## config.mk

```make
export PLATFORM = sky130hd
export DESIGN_NAME = cbus_clint
export DESIGN_NICKNAME = d
export VERILOG_FILES = /design/src/rtl/cbus_clint.sv
export SDC_FILE = /design/constraint.sdc
export NUM_CORES = 1
export LEC_CHECK = 0
export ABC_AREA = 1
export CAP_MARGIN = 10
export CORE_UTILIZATION = 50
export CTS_BUF_LIST = sky130_fd_sc_hd__clkbuf_4 sky130_fd_sc_hd__clkbuf_8
export DETAILED_ROUTE_END_ITERATION = 10
export PLACE_DENSITY = 0.73
export SETUP_SLACK_MARGIN = 0.05
export SLEW_MARGIN = 20
export SYNTH_ARGS = -nofsm -noshare
export SYNTH_HDL_FRONTEND = slang
export SYNTH_SLANG_ARGS = --single-unit
```

## constraint.sdc

```tcl
create_clock -name clk -period 4.6 [get_ports clk]
set_input_delay 0.69 -clock clk [delete_from_list [all_inputs] [get_ports clk]]
set_output_delay 0.69 -clock clk [all_outputs]
set_load 0.02 [all_outputs]
```

## src/rtl/cbus_clint.sv

```systemverilog
// cbus_clint_pkg + cbus_clint
//
// Core-local interruptor on a CBus slave port. It holds three 64-bit registers:
//   BASE + 0x0000  msip      (only bit 0 is stored; the other bits read as 0)
//   BASE + 0x4000  mtimecmp
//   BASE + 0xBFF8  mtime     (free-running timer that wraps)
// trint is a registered copy of (mtime >= mtimecmp).
// swint is a registered copy of msip[0].
//
// Parameters:
//   BASE      CLINT base address
//   TICK_DIV  clk cycles per mtime tick (used only with the option below)
//
// Build option:
//   CLINT_PRESCALE_EN  when defined, mtime advances once every TICK_DIV clocks.
//                      When undefined, mtime advances every clock and there is
//                      no prescale counter.
//
// Ports:
//   clk        sole clock; all state changes on the rising edge
//   reset      asynchronous, active-low
//   req        CBus request (valid, is_write, size, addr, strobe, data, len, burst)
//   resp       CBus response (ready, last, data)
//   trint      timer interrupt to the core
//   swint      software interrupt to the core
//   dbg_state  current FSM state, for observation only
//
// Handshake (valid/ready):
//   The master raises req.valid while the slave is IDLE. The slave latches
//   addr/is_write/len and enters BEAT on the next edge. From then on every
//   BEAT cycle is one beat, and resp.ready=1 in each of them. resp.last marks
//   the final beat. The master holds req.valid high for the whole burst and
//   presents write data/strobe for beat n during that beat's cycle. It drops
//   req.valid after the cycle that carries last. If valid falls earlier, the
//   burst is abandoned: no further writes happen and the slave goes back to
//   IDLE. resp is all zero outside BEAT.

package cbus_clint_pkg;

  typedef struct packed {
    logic        valid;
    logic        is_write;
    logic [2:0]  size;
    logic [63:0] addr;
    logic [7:0]  strobe;
    logic [63:0] data;
    logic [7:0]  len;
    logic [1:0]  burst;
  } cbus_req_t;

  typedef struct packed {
    logic        ready;
    logic        last;
    logic [63:0] data;
  } cbus_resp_t;

  typedef enum logic {
    ST_IDLE = 1'b0,
    ST_BEAT = 1'b1
  } clint_state_t;

endpackage

module cbus_clint
  import cbus_clint_pkg::*;
#(
  parameter logic [63:0] BASE     = 64'h0200_0000,
  parameter int          TICK_DIV = 10
) (
  input  logic         clk,
  input  logic         reset,
  input  cbus_req_t    req,
  output cbus_resp_t   resp,
  output logic         trint,
  output logic         swint,
  output clint_state_t dbg_state
);

  localparam logic [63:0] ADDR_MSIP     = BASE;
  localparam logic [63:0] ADDR_MTIMECMP = BASE + 64'h4000;
  localparam logic [63:0] ADDR_MTIME    = BASE + 64'hBFF8;

  clint_state_t state, state_next;

  logic [63:0] lat_addr;
  logic        lat_write;
  logic [7:0]  lat_len;
  logic [7:0]  beat;

  logic        msip;
  logic [63:0] mtimecmp;
  logic [63:0] mtime;
  logic        tick;

  logic [63:0] beat_addr;
  logic        is_last;
  logic        wr_fire;
  logic        hit_msip;
  logic        hit_cmp;
  logic        hit_time;
  logic [63:0] rdata;

  // size and burst carry no meaning here: every beat is a full 64-bit word
  // and the address always steps by 8.
  logic unused_req;
  assign unused_req = ^{req.size, req.burst};

  // Byte-lane merge: only the lanes selected by strb take the new data.
  function automatic logic [63:0] merge_bytes(input logic [63:0] old_v,
                                              input logic [63:0] new_v,
                                              input logic [7:0]  strb);
    logic [63:0] r;
    r = old_v;
    for (int i = 0; i < 8; i++) begin
      if (strb[i]) r[8*i +: 8] = new_v[8*i +: 8];
    end
    return r;
  endfunction

  // Beat n addresses lat_addr + 8*n. Wrap bursts are not supported.
  assign beat_addr = lat_addr + {53'd0, beat, 3'b000};
  assign is_last   = (beat == lat_len);
  assign hit_msip  = (beat_addr == ADDR_MSIP);
  assign hit_cmp   = (beat_addr == ADDR_MTIMECMP);
  assign hit_time  = (beat_addr == ADDR_MTIME);

  // A write lands only while the master still holds valid. This is what
  // makes an abandoned burst harmless.
  assign wr_fire = (state == ST_BEAT) && req.valid && lat_write;

  always_comb begin
    rdata = 64'd0;
    if (hit_msip)      rdata = {63'd0, msip};
    else if (hit_cmp)  rdata = mtimecmp;
    else if (hit_time) rdata = mtime;
  end

  // ---------------- FSM ----------------
  always_ff @(posedge clk or negedge reset) begin
    if (!reset) state <= ST_IDLE;
    else        state <= state_next;
  end

  always_comb begin
    state_next = state;
    resp       = '0;
    case (state)
      ST_IDLE: begin
        if (req.valid) state_next = ST_BEAT;
      end
      ST_BEAT: begin
        resp.ready = 1'b1;
        resp.last  = is_last;
        resp.data  = lat_write ? 64'd0 : rdata;
        if (!req.valid || is_last) state_next = ST_IDLE;
      end
      default: state_next = ST_IDLE;
    endcase
  end

  assign dbg_state = state;

  // Burst context: latched at the start of a burst, then advanced per beat.
  always_ff @(posedge clk or negedge reset) begin
    if (!reset) begin
      lat_addr  <= 64'd0;
      lat_write <= 1'b0;
      lat_len   <= 8'd0;
      beat      <= 8'd0;
    end else if (state == ST_IDLE) begin
      if (req.valid) begin
        lat_addr  <= req.addr;
        lat_write <= req.is_write;
        lat_len   <= req.len;
        beat      <= 8'd0;
      end
    end else if (req.valid && !is_last) begin
      beat <= beat + 8'd1;
    end
  end

  // ---------------- tick source ----------------
`ifdef CLINT_PRESCALE_EN
  localparam int PW = (TICK_DIV > 1) ? $clog2(TICK_DIV) : 1;
  localparam logic [PW-1:0] PRE_MAX = PW'(TICK_DIV - 1);

  logic [PW-1:0] pre_cnt;

  assign tick = (pre_cnt == PRE_MAX);

  always_ff @(posedge clk or negedge reset) begin
    if (!reset)    pre_cnt <= '0;
    else if (tick) pre_cnt <= '0;
    else           pre_cnt <= pre_cnt + 1'b1;
  end
`else
  // TICK_DIV has no effect in this build.
  logic unused_tick_div;
  assign unused_tick_div = ^TICK_DIV;
  assign tick = 1'b1;
`endif

  // ---------------- registers ----------------
  always_ff @(posedge clk or negedge reset) begin
    if (!reset) begin
      msip     <= 1'b0;
      mtimecmp <= 64'hFFFF_FFFF_FFFF_FFFF;
    end else if (wr_fire) begin
      if (hit_msip && req.strobe[0]) msip <= req.data[0];
      if (hit_cmp) mtimecmp <= merge_bytes(mtimecmp, req.data, req.strobe);
    end
  end

  // A software write to mtime wins over a coincident tick. That tick is lost,
  // not deferred.
  always_ff @(posedge clk or negedge reset) begin
    if (!reset)                mtime <= 64'd0;
    else if (wr_fire && hit_time) mtime <= merge_bytes(mtime, req.data, req.strobe);
    else if (tick)             mtime <= mtime + 64'd1;
  end

  // Both interrupts follow their source registers by one cycle.
  always_ff @(posedge clk or negedge reset) begin
    if (!reset) begin
      trint <= 1'b0;
      swint <= 1'b0;
    end else begin
      trint <= (mtime >= mtimecmp);
      swint <= msip;
    end
  end

endmodule
```

# [After elaboration in Yosys (flattened, before gate mapping)]
# Index checks and enable logic that the tools add are counted.
[word_totals] regBits=213 inputBits=153 output_inout_bits=69 elab_cells=82
[classes] addsub=3 magnitude_cmp=1 n_eq_ne=13 mux=20 n_bitwise=1 n_reduce_logical=20
[op_table] cell="64-bit 2-to-1 mux" n=5
[op_table] cell="64-bit by 26-bit == test with 1-bit output, second input constant" n=3
[op_table] cell="8-bit 2-to-1 mux" n=11
[op_table] cell="66-bit 2-to-1 mux" n=1
[op_table] cell="64-bit by 1-bit adder with 64-bit output, second input constant" n=1
[op_table] cell="64-bit by 11-bit adder with 64-bit output" n=1
[op_table] cell="64-bit >= comparator" n=1
[op_table] cell="3-bit AND reduction" n=8
[op_table] cell="2-bit inequality test, second input constant" n=8
[op_table] cell="8-bit by 1-bit adder with 8-bit output, second input constant" n=1
[op_table] cell="8-bit == test" n=1
[op_table] cell="2-bit AND reduction" n=3
[op_table] cell="1-bit logical AND" n=5
[op_table] cell="1-bit logical NOT" n=2
[op_table] cell="1-bit 2-to-1 mux" n=2
[op_table] cell="2-bit by 1-bit inequality test with 1-bit output, second input constant" n=1
[op_table] cell="1-bit case mux with 2 select lines" n=1
[op_table] cell="2-bit nonzero test" n=1
[op_table] cell="1-bit logical OR" n=1
[op_table] cell="1-bit NOT" n=1

# [Depth between registers and ports, before layout]
# Gate-level depths: netlist of the first run.
[logic_depth] depth_word=7 mapped_depth=24 depth_no_buf=23

# [Worst setup path before layout of the first run]
# Ideal clock, no wire load.
[synth_path] kind="reg2out" startpoint="reg beat[0]" endpoint="out resp[34] in the netlist's numbering" arrival_ps=3147 setup_slack_ps=763 path_stages_with_launch=22 path_buffers=3 path_cell_list="dfrtp_1 > ha_1 > inv_1 > fa_1 > inv_1 > nand3_1 > nand2_1 > nand3_1 > nand2_1 > nand2_1 > nand2_1 > nand2_1 > nor2_1 > nand2_1 > nor2_1 > nand3_1 > nor2_4 > buf_4 > buf_6 > buf_4 > nand3_1 > a21oi_1"
[synth_lines] item="start: declaration" line="88" source="logic [7:0] beat;"
[synth_lines] item="start signal: assignment" line="178" source="beat <= beat + 8'd1;"
[synth_lines] item="end: declaration" line="73" source="output cbus_resp_t resp,"

==> impl_results.md, run 1 <==
* Crit-path slowest cell: dfrtp_1
* Mapped Cells at 2770
* WL/cell at roughly 19 µm
* Worst slew pin tran at 1.114 ns
* Core Area at 0.03446 mm²
* Data required, critical path at 3.91 ns
* Synth Net Count at 2998
* DR pass1 iterations at 8
* Syn_area_per_cell at roughly 6.3 µm²
* Fmax at around 0.22 GHz
* Power share of the clock group at between 40% and 50%
* Hold-fix buffers, CTS at 0
* Worst slew margin at about a quarter
* Clk pin slew, worst setup/hold paths at approximately 0.060 ns
* Post-layout nets at about 3300
* Worst-path maximum fanout at 8
* CTS tree: done
* Die ar. at 0.03567 mm²
* Setup WS pre-CTS at -0.04804 ns
* Post-Syn Area at about 0.017 mm²
* Setup tns final at -0.1100 ns
* Final period utilization at 100.6%
* Hold crit path type: primary input to asynchronous set/reset pin
* Number of synthesized register bits at around 210
* DRC viols at 0
* Reg2reg setup slack at around 0.67 ns
* CTS root buf: clkbuf_8
* Asr flop ratio synth at 100.0%
* Routed vias at 20317
* Routed vias/inst at 5.650
* Sequential share of the synthesized area at 30.99%
* PwrDens at between 200 and 250 mW/mm²
* Switching power share of the total at approximately 30%
* Critical path, cell by cell: ha_2 -> inv_2 -> fa_2 -> inv_2 -> nand2_1 -> nand2_1 -> nand3_2 -> nand2_4 -> buf_6 -> buf_6 -> xnor2_4 -> nand2_2 -> nor3_4 -> nand3_2 -> nor2_4 -> buf_6 -> bufbuf_16 -> nor2_1 -> nand3_1 -> a21oi_2 -> buf_4 -> buf_2
* I/O pin count at 222
* Outcome: finished, violations left
* Flop pwr share at 42.0%
* Die W at around 190 µm
* Global-route wire length before repair at just under 100000 µm
* Syn. warnings at 0
* Fin worst setup slack at -0.02683 ns
* Non-filler cells, final at 3596
* Worst path arrival time at between 3 and 4 ns
* Final wirelength at 66530 µm
* Initial antenna violation count at 1
* Min cycle time layout at around 4.6 ns
* H-tree depth at 2
* Clock Path Buffers at 3
* Vias in the first global route at roughly 19000
* Post-DP HPWL at roughly 46000 µm
* Top delay family on crit path: simple AND/OR/NAND/NOR gates
* Max Slew Vio Count at 0
* Post-DP Area at about 0.021 mm²
* Starting Density at 50.67%
* Global-route usage over all layers at roughly a third
* Total Power at about 5 mW
* Hold Fails Final Rpt at 0
* Gpl congestion at about 1
* DIE HEIGHT at 188.9 µm
* Crit path buf inv count at 8
* Final instance area at approximately 0.024 mm²
* Internal Power at around 3.5 mW
* Logic gate share of total power at approximately 17%
* Failing checks: negative setup slack
* CP most frequent cell: buf_6
* Post-synth EDFFs at 0
* Detailed Route Iter0 Violations at about 2100
* TritonCTS sink count at 213
* Worst Setup Path Type: register to output pin
* Total CTS buffers at 40
* Max Cap Viol at 0
* RSZ-0062 raised after global routing: true
* Net Switching at approximately 1.5 mW
* Distinct cell type count after synthesis at 44
* Antenna viol nets, final at 0
* Setup Skew at between 0.04 and 0.05 ns
* # rows at ~70
* Global route overflow at 0
* # setup viols final at 8
* Share of cells above drive strength 1 at around 19%
* Largest net degree at the start of global routing at slightly below 100
* Worst IR drop on VDD at roughly 0.00022 V
* Slowest cell delay on critical path at between 0.3 and 0.4 ns
* Placed Instances at between 3000 and 4000
* Crit end category: output pin
* Startpoint type of the worst setup path: register
* LEAKAGE at 10.73 nW
* Area grow syn2layout at 36.79%
* Clk_lat worst skew at between 0.5 and 0.6 ns
* Main flop type after synthesis: dfrtp_1
* Port Buffers at 216
synthesized netlist by cell type (all sizes together), types with 2 or more instances:
| library cell | n | area [µm²] |
|---|---|---|
| a211oi | 3 | 22.52 |
| a21oi | 100 | 500.5 |
| a221oi | 2 | 17.52 |
| and2 | 2 | 12.51 |
| buf | 60 | 334.1 |
| clkbuf | 47 | 176.4 |
| dfrtp | 149 | 3729 |
| dfstp | 64 | 1682 |
| ha | 74 | 925.9 |
| inv | 366 | 1374 |
| nand2 | 948 | 3563 |
| nand3 | 244 | 1239 |
| nand3b | 19 | 142.6 |
| nand4 | 129 | 807.0 |
| nor2 | 289 | 1175 |
| nor3 | 45 | 225.2 |
| nor3b | 2 | 15.01 |
| nor4 | 17 | 106.4 |
| o2111ai | 3 | 26.28 |
| o21ai | 111 | 555.5 |
| o221ai | 2 | 17.52 |
| o22ai | 2 | 12.51 |
| xnor2 | 10 | 87.58 |
| xor2 | 72 | 630.6 |
layout make-up:
class                           count  area [µm²]
Multi-Input combinational cell   2083       11220
Fill cell                        2906       10580
Sequential cell                   213        5414
Timing Repair Buffer              403        4420
Inverter                          367        1378
Clock buffer                       66       789.5
Tap cell                          455       569.3
Clock inverter                      8       85.08
Antenna cell                        1       2.502
cells by family (layout without fill, tap and decap cells):
group / count (synthesis) / count (layout) / share of synthesized area, %
AO/OA/AOI/OAI: 227 / 227 / 6.780
XOR/XNOR: 82 / 82 / 4.113
adder cells (fa/ha/maj): 75 / 75 / 5.418
buffers and inverters: 474 / 844 / 10.81
flip-flops: 213 / 213 / 30.99
other: 0 / 1 / 0
AND/OR/NAND/NOR: 1699 / 1699 / 41.89
power by group through the flow:
| stage | logic (mW) | clock network [mW] | registers (mW) |
|---|---|---|---|
| final | 0.864 | 2.04 | 2.10 |
| after global routing | 0.955 | 2.13 | 2.11 |
| after CTS | 0.796 | 2.05 | 2.09 |
| after detailed placement | 0.727 | 0 | 2.12 |
| after global placement | 0.710 | 0 | 2.12 |
| after floorplan | 0.398 | 0 | 2.07 |
metal layers:
layer / wire [µm] / share of wire [%] / up-vias / global-route usage [%]
met3: 5511 / 8.3 / 210 / 4.930
li1: - / - / 9555 / -
met2: 30930 / 46 / 1037 / 55.23
met1: 27160 / 41 / 9515 / 45.60
met5: 0 / 0 / - / 0
met4: 2932 / 4.4 / 0 / 14.49
state kept, by name, indices dropped and copies added, names as in the netlist:
name	count
lat_write	1
dbg_state	1
trint	1
lat_addr	64
mtime	64
lat_len	8
msip	1
beat	8
swint	1
mtimecmp	64
worst reg2reg max path, stage by stage (launching register included):
cell and delay, ns:
dfrtp_1 0.39, ha_2 0.21, inv_2 0.04, fa_2 0.35
inv_2 0.10, nand3_1 0.09, nand2_2 0.12, nand3_2 0.10
nand2_4 0.11, buf_4 0.12, nand3_1 0.06, nand2_1 0.08
nand2_1 0.05, nor2_1 0.11, nand2_1 0.07, nor2_2 0.13
nand2_2 0.08, nor2_4 0.17, buf_6 0.18, buf_12 0.18
clkbuf_16 0.17, buf_4 0.13, nand4_1 0.44, o21ai_0 0.39
stage by stage:
step                utilization, %  hold slack (ns)
floorplan                        -           0.3537
global placement             60.04           0.3727
detailed placement           60.04           0.3654
CTS                          63.87           0.2193
global route                 69.31           0.2461
finish                       69.31           0.1882
layout by cell type, fill, tap and decap left out, types with 6 or more instances in the layout:
cell | netlist | layout
a21oi_1 | 100 | 52
ha_4 | 0 | 6
nor3_1 | 45 | 44
clkbuf_8 | 0 | 48
buf_8 | 0 | 7
clkbuf_16 | 0 | 20
buf_6 | 2 | 44
buf_16 | 0 | 6
nor2_2 | 3 | 23
xnor2_1 | 10 | 8
xor2_1 | 72 | 68
nand3_4 | 1 | 16
dfstp_2 | 64 | 64
nand3_1 | 242 | 183
inv_1 | 364 | 358
nand2_1 | 946 | 921
nor4_1 | 17 | 17
nor2_1 | 275 | 239
inv_2 | 2 | 9
a21oi_2 | 0 | 44
nand3_2 | 1 | 45
clkbuf_4 | 0 | 19
buf_4 | 9 | 136
dfrtp_1 | 149 | 146
buf_12 | 0 | 26
nand2_4 | 0 | 7
clkdlybuf4s50_1 | 0 | 151
nand3b_1 | 19 | 19
o21ai_0 | 108 | 107
nand2_2 | 2 | 19
buf_2 | 48 | 11
ha_1 | 74 | 67
nand4_1 | 129 | 129
nor2_4 | 11 | 27
path summary, 6_finish.rpt:
| kind | startpoint | endpoint | depth (start not counted) |
|---|---|---|---|
| worst max-delay path | beat[0]$_DFFE_PN0P_ | resp[1] | 22 |
| worst min-delay path | reset | mtime[35]$_DFFE_PN0P_ | 1 |
| worst max register to register | beat[0]$_DFFE_PN0P_ | mtimecmp[11]$_DFFE_PN1P_ | 23 |
| worst min register to register | msip$_DFFE_PN0P_ | swint$_DFF_PN0_ | 0 |
| max in group asynchronous | reset | lat_addr[40]$_DFFE_PN0P_ | 2 |
| min in group clk | msip$_DFFE_PN0P_ | swint$_DFF_PN0_ | 0 |
timing repair:
| item | 4_1_cts | 5_1_grt |
|---|---|---|
| setup buffers | 21 | 41 |
| pin swaps | 19 | 69 |
| gates resized for setup | 327 | 292 |
| cloned | 7 | 20 |
| setup endpoints to repair | 64 | 64 |
Note: power is estimated with default switching activity, not from simulation.
==> inputs of run 2 (changes only) <==
Settings changed: REMOVE_ABC_BUFFERS set to 1.
==> impl_results.md, run 2 (synthesized netlist as in run 1, its figures left out) <==
* TritonCTS sink count at ~210
* Fin worst setup slack at -0.002162 ns
* Worst path arrival time at around 3.9 ns
* Hold crit path type: primary input to asynchronous set/reset pin
* Global route overflow at 0
* Worst slew pin tran at 0.8185 ns
* DIE HEIGHT at 188.9 µm
* CTS tree: done
* Final period utilization at 100.0%
* CTS root buf: clkbuf_8
* Final wirelength at 65530 µm
* Hold Fails Final Rpt at 0
* Clock Path Buffers at 3
* Total CTS buffers at between 40 and 50
* Worst-path maximum fanout at 13
* Clk_lat worst skew at between 0.6 and 0.7 ns
* LEAKAGE at ~11 nW
* Starting Density at 50.67%
* Fillcell total at a little over 3000
* Area grow syn2layout at 34.95%
* Post-layout nets at 3328
* I/O pin count at roughly 220
* Largest net degree at the start of global routing at between 90 and 100
* Worst Setup Path Type: register to output pin
* Die ar. at approximately 0.036 mm²
* Core Area at roughly 0.034 mm²
* Regs by FF count: lat_addr x64, mtime x64, mtimecmp x64
* # rows at 68
* Reg2Reg Depth at 25
* # setup viols final at 1
* Global-route wire length before repair at about 98000 µm
* Port Buffers at approximately 220
* Initial antenna violation count at 0
* DR pass1 iterations at 6
* Detailed Route Iter0 Violations at 1606
* Max Slew Vio Count at 0
* Global-route usage over all layers at between 30 and 40%
* Die W at roughly 190 µm
* Gpl congestion at about 1.0
* Min cycle time layout at between 4 and 5 ns
* Antenna viol nets, final at 0
* PwrDens at 215.7 mW/mm²
* DRC viols at 0
* Worst R2R End: mtime[62]$_DFFE_PN0P_
* Outcome: finished, violations left
* Final instance area at approximately 0.024 mm²
* Worst IR drop on VDD at between 0.0002 and 0.00025 V
* Crit end category: output pin
* Share of cells above drive strength 1 at between 10% and 20%
* WL/cell at around 18 µm
* Vias in the first global route at ~19000
* Worst slew margin at about 45%
* Setup tns final at -0.002162 ns
* Post-DP HPWL at 45670 µm
* H-tree depth at 2
* RSZ-0062 raised after global routing: true
* Data required, critical path at 3.91 ns
* Hold-fix buffers, CTS at 0
* Commonest cells after routing, fill and taps aside: nand2_1 (911), inv_1 (361), nor2_1 (249)
* Failing checks: negative setup slack
* Fmax at 0.2173 GHz
* Diode count at 0
* Max Cap Viol at 0
* Post-DP Area at a little over 0.02 mm²
* Setup Skew at 0.04971 ns
* Reg2reg setup slack at between 0.6 and 0.7 ns
* Routed vias/inst at between 5 and 6
* Total Power at about 5 mW
* Setup WS pre-CTS at -0.002293 ns
* Most common cell after layout, fill and taps aside: nand2_1
* Startpoint type of the worst setup path: register
* Routed vias at 19916
* Worst R2R Start: lat_addr[3]$_DFFE_PN0P_
* Clk pin slew, worst setup/hold paths at about 0.07 ns
* Worst hold slack at about 0.10 ns
run 2: cell count changes in the layout (fill, tap and decap cells not counted), sizes merged:
cell      change
buf           -5
clkbuf        -5
clkinvlp      +2
bufbuf        -1
bufinv        +1
diode         -1
run 2: worst max-delay path by stage:
stage	to	cells past startpoint	start
final	resp[21]	22	lat_addr[3]$_DFFE_PN0P_
after global routing	resp[21]	24	beat[0]$_DFFE_PN0P_
after CTS	resp[29]	23	lat_addr[3]$_DFFE_PN0P_
after detailed placement	resp[29]	18	beat[0]$_DFFE_PN0P_
after global placement	resp[31]	18	beat[0]$_DFFE_PN0P_
after floorplan	resp[10]	21	beat[0]$_DFFE_PN0P_
run 2: metrics by stage:
stage               util (%)  instances
finish                 68.38       3587
CTS                    63.98       3540
global route           68.38       3587
global placement       60.36       3438
floorplan                  -       2663
detailed placement     60.36       3438
run 2: power by group:
group / switching [mW] / total (mW) / internal, mW
clock: 0.929 / 2.11 / 1.18
sequential: 0.132 / 2.10 / 1.97
combinational: 0.490 / 0.873 / 0.384
run 2: critical path, stage by stage (launching register included):
cell     delay, ns
dfrtp_1       0.37
ha_2          0.19
inv_2         0.04
fa_2          0.36
inv_4         0.10
nand2_2       0.05
nand2_2       0.06
nand3_2       0.09
nand2_4       0.18
buf_4         0.14
nand3_1       0.09
xnor2_1       0.15
nor2_1        0.09
nand2_1       0.09
nor2_2        0.10
nand2_2       0.09
nor2_4        0.15
buf_12        0.17
buf_8         0.15
buf_16        0.15
nand3_1       0.11
a21oi_1       0.19
buf_2         0.19
run 2: timing repair:
action	CTS	global route
gates resized for setup	334	221
buffers inserted	19	31
endpoints found under the setup margin	64	64
gates cloned	8	18
pin swaps	9	52
run 2: area by class of cell:
type / instances / area, µm² / area share, %
Clock buffer: 64 / 768.2 / 3.261
Clock inverter: 11 / 115.1 / 0.4886
Inverter: 367 / 1380 / 5.857
Multi-Input combinational cell: 2083 / 11000 / 46.69
Sequential cell: 213 / 5414 / 22.98
Tap cell: 455 / 569.3 / 2.416
Timing Repair Buffer: 394 / 4314 / 18.31
run 2: routing by layer:
layer  GRT usage, %  vias to the layer above  wire [µm]
li1               -                     9565          -
met4          17.00                        0       3039
met1          43.57                     9254      26220
met2          57.82                      909      31410
met5              0                        -          0
met3          4.745                      188       4857
